<file path="src/rtl/ps2_pkg.sv">
`default_nettype none
// ============================================================================
// Module : ps2_pkg
// Brief  : Shared PS/2 host-transmit state encoding and command byte constants
// Rev    : 1.0
// ============================================================================
package ps2_pkg;

  typedef enum logic [2:0] {
    IDLE      = 3'd0,
    INHIBIT   = 3'd1,
    WAIT_CLK  = 3'd2,
    SHIFT     = 3'd3,
    WAIT_IDLE = 3'd4,
    ABORT     = 3'd5
  } ps2_state_t;

  localparam logic [7:0] PS2_CMD_RESET    = 8'hFF;
  localparam logic [7:0] PS2_CMD_ENABLE   = 8'hF4;
  localparam logic [7:0] PS2_CMD_SET_LEDS = 8'hED;
  localparam logic [7:0] PS2_ACK          = 8'hFA;

  // PS/2 frames carry odd parity over the eight data bits
  function automatic logic ps2_odd_parity(input logic [7:0] data);
    return ~^data;
  endfunction

endpackage
`default_nettype wire

</file>
<file path="src/rtl/ps2_host_tx_if.sv">
`default_nettype none
// ============================================================================
// Module : ps2_host_tx_if
// Brief  : Command handshake between a requester and the PS/2 host transmitter
// Rev    : 1.0
// ============================================================================
interface ps2_host_tx_if;
  logic [7:0] tx_data;
  logic       tx_strobe;
  logic       busy;
  logic       done;
  logic       error;

  modport master (output tx_data, output tx_strobe, input busy, input done, input error);
  modport slave  (input tx_data, input tx_strobe, output busy, output done, output error);
endinterface
`default_nettype wire

</file>
<file path="src/rtl/ps2_line_filter.sv">
`default_nettype none
// ============================================================================
// Module : ps2_line_filter
// Brief  : 2-FF synchroniser, stability debounce and falling-edge pulse for one PS/2 line
// Rev    : 1.0
// ============================================================================
module ps2_line_filter #(
  parameter int FILT_LEN = 16
) (
  input  logic clk_sys,
  input  logic reset,
  input  logic line_in,
  output logic level,
  output logic fall
);

  localparam int c_cnt_w = (FILT_LEN > 1) ? $clog2(FILT_LEN) : 1;
  localparam logic [c_cnt_w-1:0] c_cnt_max = c_cnt_w'(FILT_LEN - 1);

  logic               r_meta;
  logic               r_sync;
  logic               r_level;
  logic               r_fall;
  logic [c_cnt_w-1:0] r_cnt;

  // Idle bus is pulled high, so the filtered level starts released
  always_ff @(posedge clk_sys or posedge reset) begin
    if (reset) begin
      r_meta  <= 1'b1;
      r_sync  <= 1'b1;
      r_level <= 1'b1;
      r_fall  <= 1'b0;
      r_cnt   <= '0;
    end else begin
      r_meta <= line_in;
      r_sync <= r_meta;
      r_fall <= 1'b0;
      if (r_sync == r_level) begin
        r_cnt <= '0;
      end else if (r_cnt == c_cnt_max) begin
        r_level <= r_sync;
        r_fall  <= r_level;
        r_cnt   <= '0;
      end else begin
        r_cnt <= r_cnt + 1'b1;
      end
    end
  end

  assign level = r_level;
  assign fall  = r_fall;

endmodule
`default_nettype wire

</file>
<file path="src/rtl/ps2_host_tx.sv">
`default_nettype none
// ============================================================================
// Module : ps2_host_tx
// Brief  : Host-to-device PS/2 command byte transmitter driving open-collector pull-low enables
// Rev    : 1.0
// ============================================================================
module ps2_host_tx
  import ps2_pkg::*;
#(
  parameter int CLK_HZ      = 96_000_000,
  parameter int INHIBIT_US  = 120,
  parameter int START_TO_US = 15000,
  parameter int BIT_TO_US   = 2000,
  parameter int FILT_LEN    = 16
) (
  input  logic          clk_sys,
  input  logic          reset,
  ps2_host_tx_if.slave  host,
  input  logic          ps2_clk_in,
  input  logic          ps2_dat_in,
  output logic          ps2_clk_oe,
  output logic          ps2_dat_oe
);

  localparam int c_cyc_per_us = CLK_HZ / 1_000_000;
  localparam int c_tmr_w      = $clog2(c_cyc_per_us * START_TO_US) + 1;
  localparam logic [c_tmr_w-1:0] c_inhibit_cyc = c_tmr_w'(c_cyc_per_us * INHIBIT_US);
  localparam logic [c_tmr_w-1:0] c_start_cyc   = c_tmr_w'(c_cyc_per_us * START_TO_US);
  localparam logic [c_tmr_w-1:0] c_bit_cyc     = c_tmr_w'(c_cyc_per_us * BIT_TO_US);

  logic w_clk_level;
  logic w_clk_fall;
  logic w_dat_level;
  logic w_unused_dat_fall;

  ps2_line_filter #(.FILT_LEN(FILT_LEN)) u_clk_filt (
    .clk_sys (clk_sys),
    .reset   (reset),
    .line_in (ps2_clk_in),
    .level   (w_clk_level),
    .fall    (w_clk_fall)
  );

  // Data edges carry no meaning for the transmitter; only the level is sampled
  ps2_line_filter #(.FILT_LEN(FILT_LEN)) u_dat_filt (
    .clk_sys (clk_sys),
    .reset   (reset),
    .line_in (ps2_dat_in),
    .level   (w_dat_level),
    .fall    (w_unused_dat_fall)
  );

  ps2_state_t         r_state;
  logic [c_tmr_w-1:0] r_timer;
  logic [3:0]         r_bit_cnt;
  logic [7:0]         r_data;
  logic               r_parity;
  logic               r_clk_oe;
  logic               r_dat_oe;
  logic               r_busy;
  logic               r_done;
  logic               r_error;
  logic [3:0]         w_next_n;

  assign w_next_n = r_bit_cnt + 4'd1;

  always_ff @(posedge clk_sys or posedge reset) begin
    if (reset) begin
      r_state   <= IDLE;
      r_timer   <= '0;
      r_bit_cnt <= '0;
      r_data    <= '0;
      r_parity  <= 1'b0;
      r_clk_oe  <= 1'b0;
      r_dat_oe  <= 1'b0;
      r_busy    <= 1'b0;
      r_done    <= 1'b0;
      r_error   <= 1'b0;
    end else begin
      r_done  <= 1'b0;
      r_error <= 1'b0;
      case (r_state)
        IDLE: begin
          // A strobe coinciding with a completion pulse is dropped
          if (host.tx_strobe && !r_done && !r_error) begin
            r_data    <= host.tx_data;
            r_parity  <= ps2_odd_parity(host.tx_data);
            r_clk_oe  <= 1'b1;
            r_busy    <= 1'b1;
            r_timer   <= c_inhibit_cyc;
            r_bit_cnt <= '0;
            r_state   <= INHIBIT;
          end
        end
        INHIBIT: begin
          // Start bit goes low one cycle before the clock is released
          if (r_timer != '0) begin
            r_timer <= r_timer - 1'b1;
          end else if (!r_dat_oe) begin
            r_dat_oe <= 1'b1;
          end else begin
            r_clk_oe <= 1'b0;
            r_timer  <= c_start_cyc;
            r_state  <= WAIT_CLK;
          end
        end
        WAIT_CLK: begin
          if (w_clk_fall) begin
            r_dat_oe  <= ~r_data[0];
            r_bit_cnt <= 4'd1;
            r_timer   <= c_bit_cyc;
            r_state   <= SHIFT;
          end else if (r_timer == '0) begin
            r_state <= ABORT;
          end else begin
            r_timer <= r_timer - 1'b1;
          end
        end
        SHIFT: begin
          if (w_clk_fall) begin
            r_bit_cnt <= w_next_n;
            r_timer   <= c_bit_cyc;
            if (w_next_n <= 4'd8) begin
              r_dat_oe <= ~r_data[r_bit_cnt[2:0]];
            end else if (w_next_n == 4'd9) begin
              r_dat_oe <= ~r_parity;
            end else if (w_next_n == 4'd10) begin
              r_dat_oe <= 1'b0;
            end else begin
              r_state <= w_dat_level ? ABORT : WAIT_IDLE;
            end
          end else if (r_timer == '0) begin
            r_state <= ABORT;
          end else begin
            r_timer <= r_timer - 1'b1;
          end
        end
        WAIT_IDLE: begin
          if (w_clk_level && w_dat_level) begin
            r_done  <= 1'b1;
            r_busy  <= 1'b0;
            r_state <= IDLE;
          end else if (r_timer == '0) begin
            r_state <= ABORT;
          end else begin
            r_timer <= r_timer - 1'b1;
          end
        end
        ABORT: begin
          r_clk_oe <= 1'b0;
          r_dat_oe <= 1'b0;
          r_busy   <= 1'b0;
          r_error  <= 1'b1;
          r_state  <= IDLE;
        end
        default: r_state <= IDLE;
      endcase
    end
  end

  assign ps2_clk_oe = r_clk_oe;
  assign ps2_dat_oe = r_dat_oe;
  assign host.busy  = r_busy;
  assign host.done  = r_done;
  assign host.error = r_error;

endmodule
`default_nettype wire

</file>
<file path="src/flat_wrapper.sv">
// flat-port wrapper written by rule: the top's interface ports become plain ports
module ps2_host_tx_flat import ps2_pkg::*;
#(
  parameter int CLK_HZ      = 96_000_000,
  parameter int INHIBIT_US  = 120,
  parameter int START_TO_US = 15000,
  parameter int BIT_TO_US   = 2000,
  parameter int FILT_LEN    = 16
)
  (clk_sys, reset, ps2_clk_in, ps2_dat_in, ps2_clk_oe, ps2_dat_oe, host_tx_data, host_tx_strobe, host_busy, host_done, host_error);
  ps2_host_tx_if host_i ();
  input  logic clk_sys;
  input  logic reset;
  input  logic ps2_clk_in;
  input  logic ps2_dat_in;
  output logic ps2_clk_oe;
  output logic ps2_dat_oe;
  input wire logic [$bits(host_i.tx_data)-1:0] host_tx_data;
  input wire logic [$bits(host_i.tx_strobe)-1:0] host_tx_strobe;
  output wire logic [$bits(host_i.busy)-1:0] host_busy;
  output wire logic [$bits(host_i.done)-1:0] host_done;
  output wire logic [$bits(host_i.error)-1:0] host_error;
  assign host_i.tx_data = host_tx_data;
  assign host_i.tx_strobe = host_tx_strobe;
  assign host_busy = host_i.busy;
  assign host_done = host_i.done;
  assign host_error = host_i.error;
  ps2_host_tx #(.CLK_HZ(CLK_HZ), .INHIBIT_US(INHIBIT_US), .START_TO_US(START_TO_US), .BIT_TO_US(BIT_TO_US), .FILT_LEN(FILT_LEN)) u_core (.clk_sys(clk_sys), .reset(reset), .host(host_i), .ps2_clk_in(ps2_clk_in), .ps2_dat_in(ps2_dat_in), .ps2_clk_oe(ps2_clk_oe), .ps2_dat_oe(ps2_dat_oe));
endmodule
</file>
<file path="config.mk">
export PLATFORM = sky130hd
export DESIGN_NAME = ps2_host_tx_flat
export DESIGN_NICKNAME = d
export VERILOG_FILES = /design/src/rtl/ps2_pkg.sv /design/src/rtl/ps2_host_tx_if.sv /design/src/rtl/ps2_line_filter.sv /design/src/rtl/ps2_host_tx.sv /design/src/flat_wrapper.sv
export SDC_FILE = /design/constraint.sdc
export NUM_CORES = 1
export LEC_CHECK = 0
export CORE_ASPECT_RATIO = 0.7
export CORE_MARGIN = 2
export CORE_UTILIZATION = 52
export CTS_CLUSTER_SIZE = 25
export DETAILED_ROUTE_END_ITERATION = 8
export GPL_ROUTABILITY_DRIVEN = 0
export PLACE_DENSITY = 0.78
export SETUP_SLACK_MARGIN = 0.4
export SLEW_MARGIN = 20
export SYNTH_ARGS = -nofsm -noshare
export SYNTH_HDL_FRONTEND = slang
export SYNTH_SLANG_ARGS = --single-unit
</file>
<file path="constraint.sdc">
create_clock -name clk_sys -period 3.46 [get_ports clk_sys]
set_input_delay 0.692 -clock clk_sys [delete_from_list [all_inputs] [get_ports clk_sys]]
set_output_delay 0.692 -clock clk_sys [all_outputs]
set_load 0.005 [all_outputs]
</file>
==> After elaboration in Yosys (flattened, before gate mapping) <==
Index checks and enable logic that the tools add are counted.
{ "classes": {"div_mod_pow": 0, "n_eq_ne": 23, "muxes": 47, "n_mul": 0, "shift": 0, "order_cmp": 2, "reduce_logical": 24, "bitwise": 5, "addsub": 4} }
{ "op_table": {"columns": ["operator", "n"], "rows": [
  ["2-to-1 mux 22 bit", 6],
  ["case mux 22 bit (4 select lines)", 1],
  ["2-to-1 mux 3 bit", 10],
  ["2-to-1 mux 4 bit", 7],
  ["logical NOT 22 bit", 1],
  ["nonzero test 22 bit", 1],
  ["subtractor 22 x 1 -> 22 bit, second input constant", 1],
  ["2-to-1 mux 1 bit", 17],
  ["equality test 4 bit, second input constant", 4],
  ["case mux 3 bit (5 select lines)", 1],
  ["adder 4 x 1 -> 4 bit, second input constant", 3],
  ["case mux 4 bit (3 select lines)", 1],
  ["AND reduction 4 bit", 3],
  ["!= test 3 bit, second input constant", 3],
  ["nonzero test 3 bit", 3],
  ["!= test 2 bit, second input constant", 4],
  ["nonzero test 4 bit", 2],
  ["XNOR reduction 8 bit", 1],
  ["equality test 3 x 2 -> 1 bit, second input constant", 2],
  ["equality test 3 bit, second input constant", 2],
  ["!= test 2 x 1 -> 1 bit, second input constant", 3],
  ["case mux 1 bit (3 select lines)", 2],
  ["AND reduction 2 bit", 3],
  ["AND reduction 6 bit", 1],
  ["other kinds (15)", 23]
]} }
{ "totals": {"output_inout_bits": 5, "input_bits": 13, "mem_bits_ro": 0, "latchBits": 0, "elab_cells": 124, "register_bits": 58, "memories": 0, "ramBits": 0} }

==> Longest topological paths before layout <==
Gate-level depths: netlist (run 1).
{ "depth": {"ltp_word": 7, "mapped_depth": 13, "mapped_depth_nobuf": 12} }

==> Hierarchy <==
A second synthesis (run 1) with hierarchy kept.
{ "unflattened": {"cells_unflattened": 359, "hier_area_um2": 3542.1} }
{ "by_module_without_submodules": {"columns": ["module", "area_each_um2", "seq_area_each_um2", "instances", "cells_per_inst"], "rows": [
  ["ps2_host_tx", 2901.5, 1076.0, 1, 313],
  ["ps2_line_filter", 320.3, 203.9, 2, 23]
]} }

==> Worst setup path after synthesis (run 1) <==
OpenSTA, ideal clock, no wires.
{ "synth_timing": {"path_type": "reg-to-reg", "from": "register u_core.r_timer[0]", "to": "register u_core.r_timer[0]", "t_required_ps": 3326, "t_arrival_ps": 2256, "setup_time_ps": 134, "n_path_buf": 1, "period_less_slack_ps": 2389, "stages_incl_launch_ff": 14, "slack_ps": 1071, "path_cell_list": "dfrtp_1 > inv_1 > ha_1 > nor2b_1 > nand3_2 > nor2_4 > inv_2 > buf_2 > ha_1 > nor2_1 > a21oi_1 > o32ai_1 > nand2_1 > o21ai_0"} }
{ "synth_between": {"elab_chain_len": 4, "elab_cells_between_ends": 10, "cone_classes": "add/sub (1); eq/ne (1); mux (5); reduce/logical (3)"} }
{ "synth_rtl": {"columns": ["item", "line_no", "source"], "rows": [
  ["start: declaration", "ps2_host_tx.sv:54", "logic [c_tmr_w-1:0] r_timer;"],
  ["start signal: assignment", "ps2_host_tx.sv:90", "r_timer <= c_inhibit_cyc;"],
  ["start signal: assignment", "ps2_host_tx.sv:98", "r_timer <= r_timer - 1'b1;"],
  ["start signal: assignment", "ps2_host_tx.sv:103", "r_timer <= c_start_cyc;"],
  ["subtractor 22 x 1 -> 22 bit / logical NOT 22 bit (equally long branches)", null, null],
  ["2-to-1 mux 22 bit", "ps2_host_tx.sv:113, ps2_host_tx.sv:132, ps2_host_tx.sv:143", null],
  ["2-to-1 mux 22 bit, on equally long branches", "ps2_host_tx.sv:139, ps2_host_tx.sv:120", null],
  ["case mux 22 bit (4 select lines)", "ps2_host_tx.sv:82", "case (r_state)"]
]} }
Parallel ways exist; a longest one is shown, timed or not. The select of a mux whose other input is x is not followed.
A chain may end at the register's enable or synchronous reset.

==> Final worst setup path (run 1) <==
{ "layout_timing": {"from": "register u_core.r_timer[0]", "to": "register u_core.r_timer[6]"} }
Same word-level chain as after synthesis.

==> results of run 1 <==
==> power groups by stage <==
stage               clock, mW  combinational [mW]  sequential [mW]
floorplan                   0               0.120            0.746
global placement            0               0.153            0.762
detailed placement          0               0.157            0.763
CTS                     0.581               0.158            0.751
global route            0.618               0.180            0.757
finish                  0.574               0.159            0.752
==> area by class of cell <==
| class | instances | area [µm²] |
|---|---|---|
| clock buffers | 10 | 138 |
| clock inverters | 6 | 42.5 |
| repair buffers | 20 | 193 |
| inverters | 16 | 60.1 |
| flip-flops and latches | 58 | 1460 |
| well taps | 91 | 114 |
| fillers | 540 | 2460 |
| multi-input cells | 286 | 1870 |
==> cell families (layout without fill, tap and decap cells) <==
kind of cell / after synthesis / count (layout) / share of synthesized area, %
flops: 58 / 58 / 42.1
compound gates: 116 / 116 / 20.9
xor+xnor: 14 / 14 / 3.54
mux: 14 / 14 / 5.20
fa+ha+maj: 8 / 8 / 2.89
simple gates: 134 / 134 / 21.4
buf+inv: 34 / 52 / 3.93
==> path summary, 6_finish.rpt <==
kind	depth (start not counted)	endpoint	slack, ps
max in group asynchronous	3	u_core.r_timer[12]$_DFFE_PP0P_	1920
min in group asynchronous	2	u_core.r_data[3]$_DFFE_PP0P_	850
min	0	u_core.u_dat_filt.r_sync$_DFF_PP1_	360
max	8	u_core.r_timer[6]$_DFFE_PP0P_	610
max reg2reg	8	u_core.r_timer[6]$_DFFE_PP0P_	610
min reg2reg	0	u_core.u_dat_filt.r_sync$_DFF_PP1_	360
==> metal layers <==
layer | vias to the layer above | share of wire (%)
met5 | - | 0
met4 | 0 | 1.2
met3 | 12 | 7.9
met2 | 142 | 42
met1 | 1445 | 49
li1 | 1416 | -
==> cell usage after synthesis (all sizes together) (4+ instances only) <==
master	number	area (µm²)
nand2	29	109
o21ai	36	180
or3	4	25.0
nor3	16	85.1
a21oi	34	170
ha	8	100
nor2	28	113
dfstp	6	158
nor4	7	80.1
nand2b	6	37.5
clkbuf	12	45.0
nand3	14	75.1
a31oi	8	50.1
nor2b	7	43.8
o31ai	7	52.6
nor3b	7	52.6
inv	16	60.1
xnor2	13	114
dfrtp	52	1300
buf	6	31.3
mux2	12	135
==> per-stage QoR <==
stage / cells / hold WS [ps]
6_report: 487 / 357
5_1_grt: 487 / 361
4_1_cts: 487 / 358
3_5_place_dp: 471 / 347
3_3_place_gp: 471 / 345
2_1_floorplan: 378 / 345
==> registers in the layout, summed over array words and instances, names as in the netlist, 3 cells and up <==
name	cells
u_core.r_state	3
u_core.r_bit_cnt	4
u_core.r_data	8
u_core.r_timer	22
u_core.u_dat_filt.r_cnt	4
u_core.u_clk_filt.r_cnt	4
==> reports/summary.txt, run 1 <==
wire per inst: 17.3 µm
most frequent cells in the layout: dfrtp_1, o21ai_0, a21oi_1
Syn Area/Cell: 9.17 µm²
dpl cell area: 3700 µm²
global-route wire length before repair: 14300 µm
Core ar.: 6340 µm²
Slowest-stage cell, CP: o21ai_0
CTS tree: built
post-synthesis cell count: 378
Synth Net Count: 399
routed wire length: 8400 µm
internal power: 1.06 mW
post-synthesis async set-or-reset flop share: 100%
layout cells sized above 1: 13.4%
Final Hold Viols: 0
met2 GRT Util: 34.9%
RSZ-0062 raised after global routing: no
hold path startpoint: u_core.u_dat_filt.r_meta$_DFF_PP1_
Largest stage delay, worst path: 660 ps
top achievable clock speed: 351 MHz
largest net degree at the start of global routing: 43
TritonCTS Buffers: 9
Mapped Area: 3470 µm²
htree depth: 3
Longest Clk Path Bufs: 2
Slew Limit Fails: 0
Synth cell types: 58
Sink Count: 58
Setup TNS: 0 ps
detailed-route vias per instance: 6.19
clk_skew: 12.9 ps
crit end category: flop
worst-skew pair later-pin latency: 350 ps
Tightest Pin Transition: 882 ps
Setup CP Type: reg2reg
Primary FF master, synth: dfrtp_1
final instance area: 3880 µm²
status: complete, no violations
Leak Pwr: 1.53 nW
critical path's top delay family: compound AO/OA/AOI/OAI gates
setup ws final: 613 ps
root buf cell: clkbuf_8
dpl hpwl: 5970 µm
Post-synth EDFFs: 0
Initial Util: 54.7%
fraction of power spent switching nets: 28.5%
final worst-path cycle share: 82.3%
fin crit period: 2850 ps
worst-path cell chain: inv_1, ha_1, nor2b_1, nand3_2, o21ai_0, nor2_1, a31oi_1, a31oi_1
GRT overflow: 0
Worst Setup SP: u_core.r_timer[0]$_DFFE_PP0P_
Seq/Total Area, Yosys: 42.1%
postcts setup bufs: 0
Sw Pwr: 423 µW
most common cell after layout, fill and taps aside: dfrtp_1
clock-pin slew on the worst setup and hold paths: 70 ps
Detailed Route Iter0 Violations: 232
DR pass1 iterations: 6
synth warn: 0
Reg2Reg Launch Point: u_core.r_timer[0]$_DFFE_PP0P_
Final Power: 1.48 mW
M1 GR Usage: 39.1%
CP Max Fanout: 9
VDD IR max: 0.229 mV
initial antenna violation count: 0
post-synthesis register bit count: 58
area delta synth->final: 11.8%
final net count: 412
HP Class: reg2reg
post-cts gate resize count: 0
Die Ht: 72.3 µm
arrival time at the worst endpoint: 3070 ps
clock share of power: 38.6%
Max-slew headroom: 41.1%
vias in the first global route: 2814
site row count: 24
# setup viols final: 0
GR Util met3: 6.84%
Diodes inserted: 0
hold_buf cts: 0
die area: 7340 µm²
DR vias: 3015
IO buf count: 17
die width: 102 µm
DRC Markers: 0
Buf/Inv on CP: 1
crit path launch type: flop
max cap viols: 0
combinational share of power: 10.7%
dominant cell type by count on the critical path: a31oi_1
Flop pwr share: 50.6%
final core utilization: 61.2%
Final ANT Viol Nets: 0
All-Layer GR Usage: 25.4%
Power Dens Cells: 383 nW/µm²
Setup WS pre-CTS: 781 ps
I/O Pins: 18
worst path required time: 3680 ps
most used routing layer: met1
(Power assumes the default switching activity.)
==> run 2, diff against run 1 <==
==> constraint.sdc (replaced) <==
create_clock -name clk_sys -period 2.9 [get_ports clk_sys]
set_input_delay 0.58 -clock clk_sys [delete_from_list [all_inputs] [get_ports clk_sys]]
set_output_delay 0.58 -clock clk_sys [all_outputs]
set_load 0.005 [all_outputs]
==> run 2 against run 1 <==
Against the previous run:
- via count increased by 3.4%
- total power increased by 37%
- sequential share of layout area decreased by 1.9 points
- clock power increased by 63%
- register-to-register slack got worse by 150 ps
- core utilization increased by 3.3 points
- clock-buffer cell count unchanged
- worst hold slack about the same
- die area unchanged
- global-route usage increased by 0.54 points
- critical path depth increased by 4
- final area increased by 5.4%
==> reports/summary.txt, run 2 (synthesis gave the netlist of run 1 again) <==
DRC Markers: 0
VDD IR max: 0.532 mV
Tightest Pin Transition: 628 ps
status: complete, no violations
worst-skew pair later-pin latency: 350 ps
site row count: 24
clk_skew: 9.45 ps
layout cells sized above 1: 17.2%
DR pass1 iterations: 7
Reg2Reg Launch Point: u_core.r_timer[0]$_DFFE_PP0P_
largest net degree at the start of global routing: 27
RSZ-0062 raised after global routing: yes
CTS tree: built
Diodes inserted: 0
worst path required time: 3120 ps
Die Ht: 72.3 µm
clock-pin slew on the worst setup and hold paths: 70 ps
vias in the first global route: 2905
root buf cell: clkbuf_8
Sink Count: 58
fin crit period: 2430 ps
area delta synth->final: 17.9%
GRT overflow: 0
detailed-route vias per instance: 6.25
max cap viols: 0
max reg flops: 22
Initial Util: 54.7%
worst-path cell chain: inv_1, ha_2, nor2b_2, nand3_4, nor2_4, inv_2, ha_1, nor2_1, a21oi_1, o32ai_1, nand2_1, o21ai_0
arrival time at the worst endpoint: 2650 ps
Final Power: 2.03 mW
Final Non-Filler Cells: 499
global-route wire length before repair: 14600 µm
die width: 102 µm
I/O Pins: 18
top achievable clock speed: 411 MHz
final worst-path cycle share: 83.9%
HP Class: reg2reg
Setup CP Type: reg2reg
CP Max Fanout: 18
die area: 7340 µm²
Buf/Inv on CP: 2
Slew Limit Fails: 0
Final Hold Viols: 0
Top Registers: u_core.r_timer x22, u_core.r_data x8
Detailed Route Iter0 Violations: 439
Longest Clk Path Bufs: 2
Slowest-stage cell, CP: dfrtp_1
placed insts: 483
TritonCTS Buffers: 9
Leak Pwr: 1.63 nW
DR vias: 3119
initial antenna violation count: 0
most frequent cells in the layout: dfrtp_1, o21ai_0, a21oi_1
routed wire length: 8790 µm
Power Dens Cells: 497 nW/µm²
Setup TNS: 0 ps
Min Hold Slack: 357 ps
final net count: 424
most common cell after layout, fill and taps aside: dfrtp_1
critical path's top delay family: simple AND/OR/NAND/NOR gates
Max-slew headroom: 57.8%
crit path launch type: flop
hold path startpoint: u_core.u_dat_filt.r_meta$_DFF_PP1_
htree depth: 3
# setup viols final: 0
Final ANT Viol Nets: 0
wire per inst: 17.6 µm
crit end category: flop
IO buf count: 17
Largest stage delay, worst path: 400 ps
Core ar.: 6340 µm²
dpl hpwl: 6310 µm
All-Layer GR Usage: 26.0%
Worst Setup SP: u_core.r_timer[0]$_DFFE_PP0P_
Reg with most FFs: u_core.r_timer
-- run 2: timing repair --
action	CTS	global route
hold buffers	0	0
buffers inserted	0	0
hold endpoints to repair	0	0
gates resized for setup	2	7
endpoints found under the setup margin	3	18
-- run 2: layout make-up --
cell class,count,area [µm²]
Clock buffer,10,138
Clock inverter,6,114
Fill cell,520,2250
Inverter,16,60.1
Multi-Input combinational cell,286,1920
Sequential cell,58,1460
Tap cell,91,114
Timing Repair Buffer,32,283
-- run 2: path summary, 6_finish.rpt --
check | to | depth (start not counted) | slack (ps)
min reg2reg | u_core.u_dat_filt.r_sync$_DFF_PP1_ | 0 | 360
min | u_core.u_dat_filt.r_sync$_DFF_PP1_ | 0 | 360
max in group asynchronous | u_core.r_timer[7]$_DFFE_PP0P_ | 3 | 1660
max reg2reg | u_core.r_timer[0]$_DFFE_PP0P_ | 12 | 470
max | u_core.r_timer[0]$_DFFE_PP0P_ | 12 | 470
min in group asynchronous | u_core.u_dat_filt.r_cnt[0]$_DFF_PP0_ | 2 | 580
-- run 2: stage by stage --
stage | area [µm²] | util, % | setup slack [ps]
CTS | 4050 | 63.9 | 371
floorplan | 3470 | - | 511
detailed placement | 3790 | 59.8 | 346
global placement | 3790 | 59.8 | 445
global route | 4090 | 64.5 | 255
finish | 4090 | 64.5 | 468
-- run 2: metal layers --
layer / track usage [%] / vias up / wire (µm)
li1: - / 1442 / -
met1: 37.9 / 1525 / 4040
met2: 38.3 / 132 / 3880
met3: 6.84 / 20 / 738
met4: 7.21 / 0 / 134
met5: 0 / - / 0
-- run 2: where the power goes --
group | switching, mW | internal (mW)
combinational | 0.106 | 0.0929
clock | 0.340 | 0.595
sequential | 0.0506 | 0.846
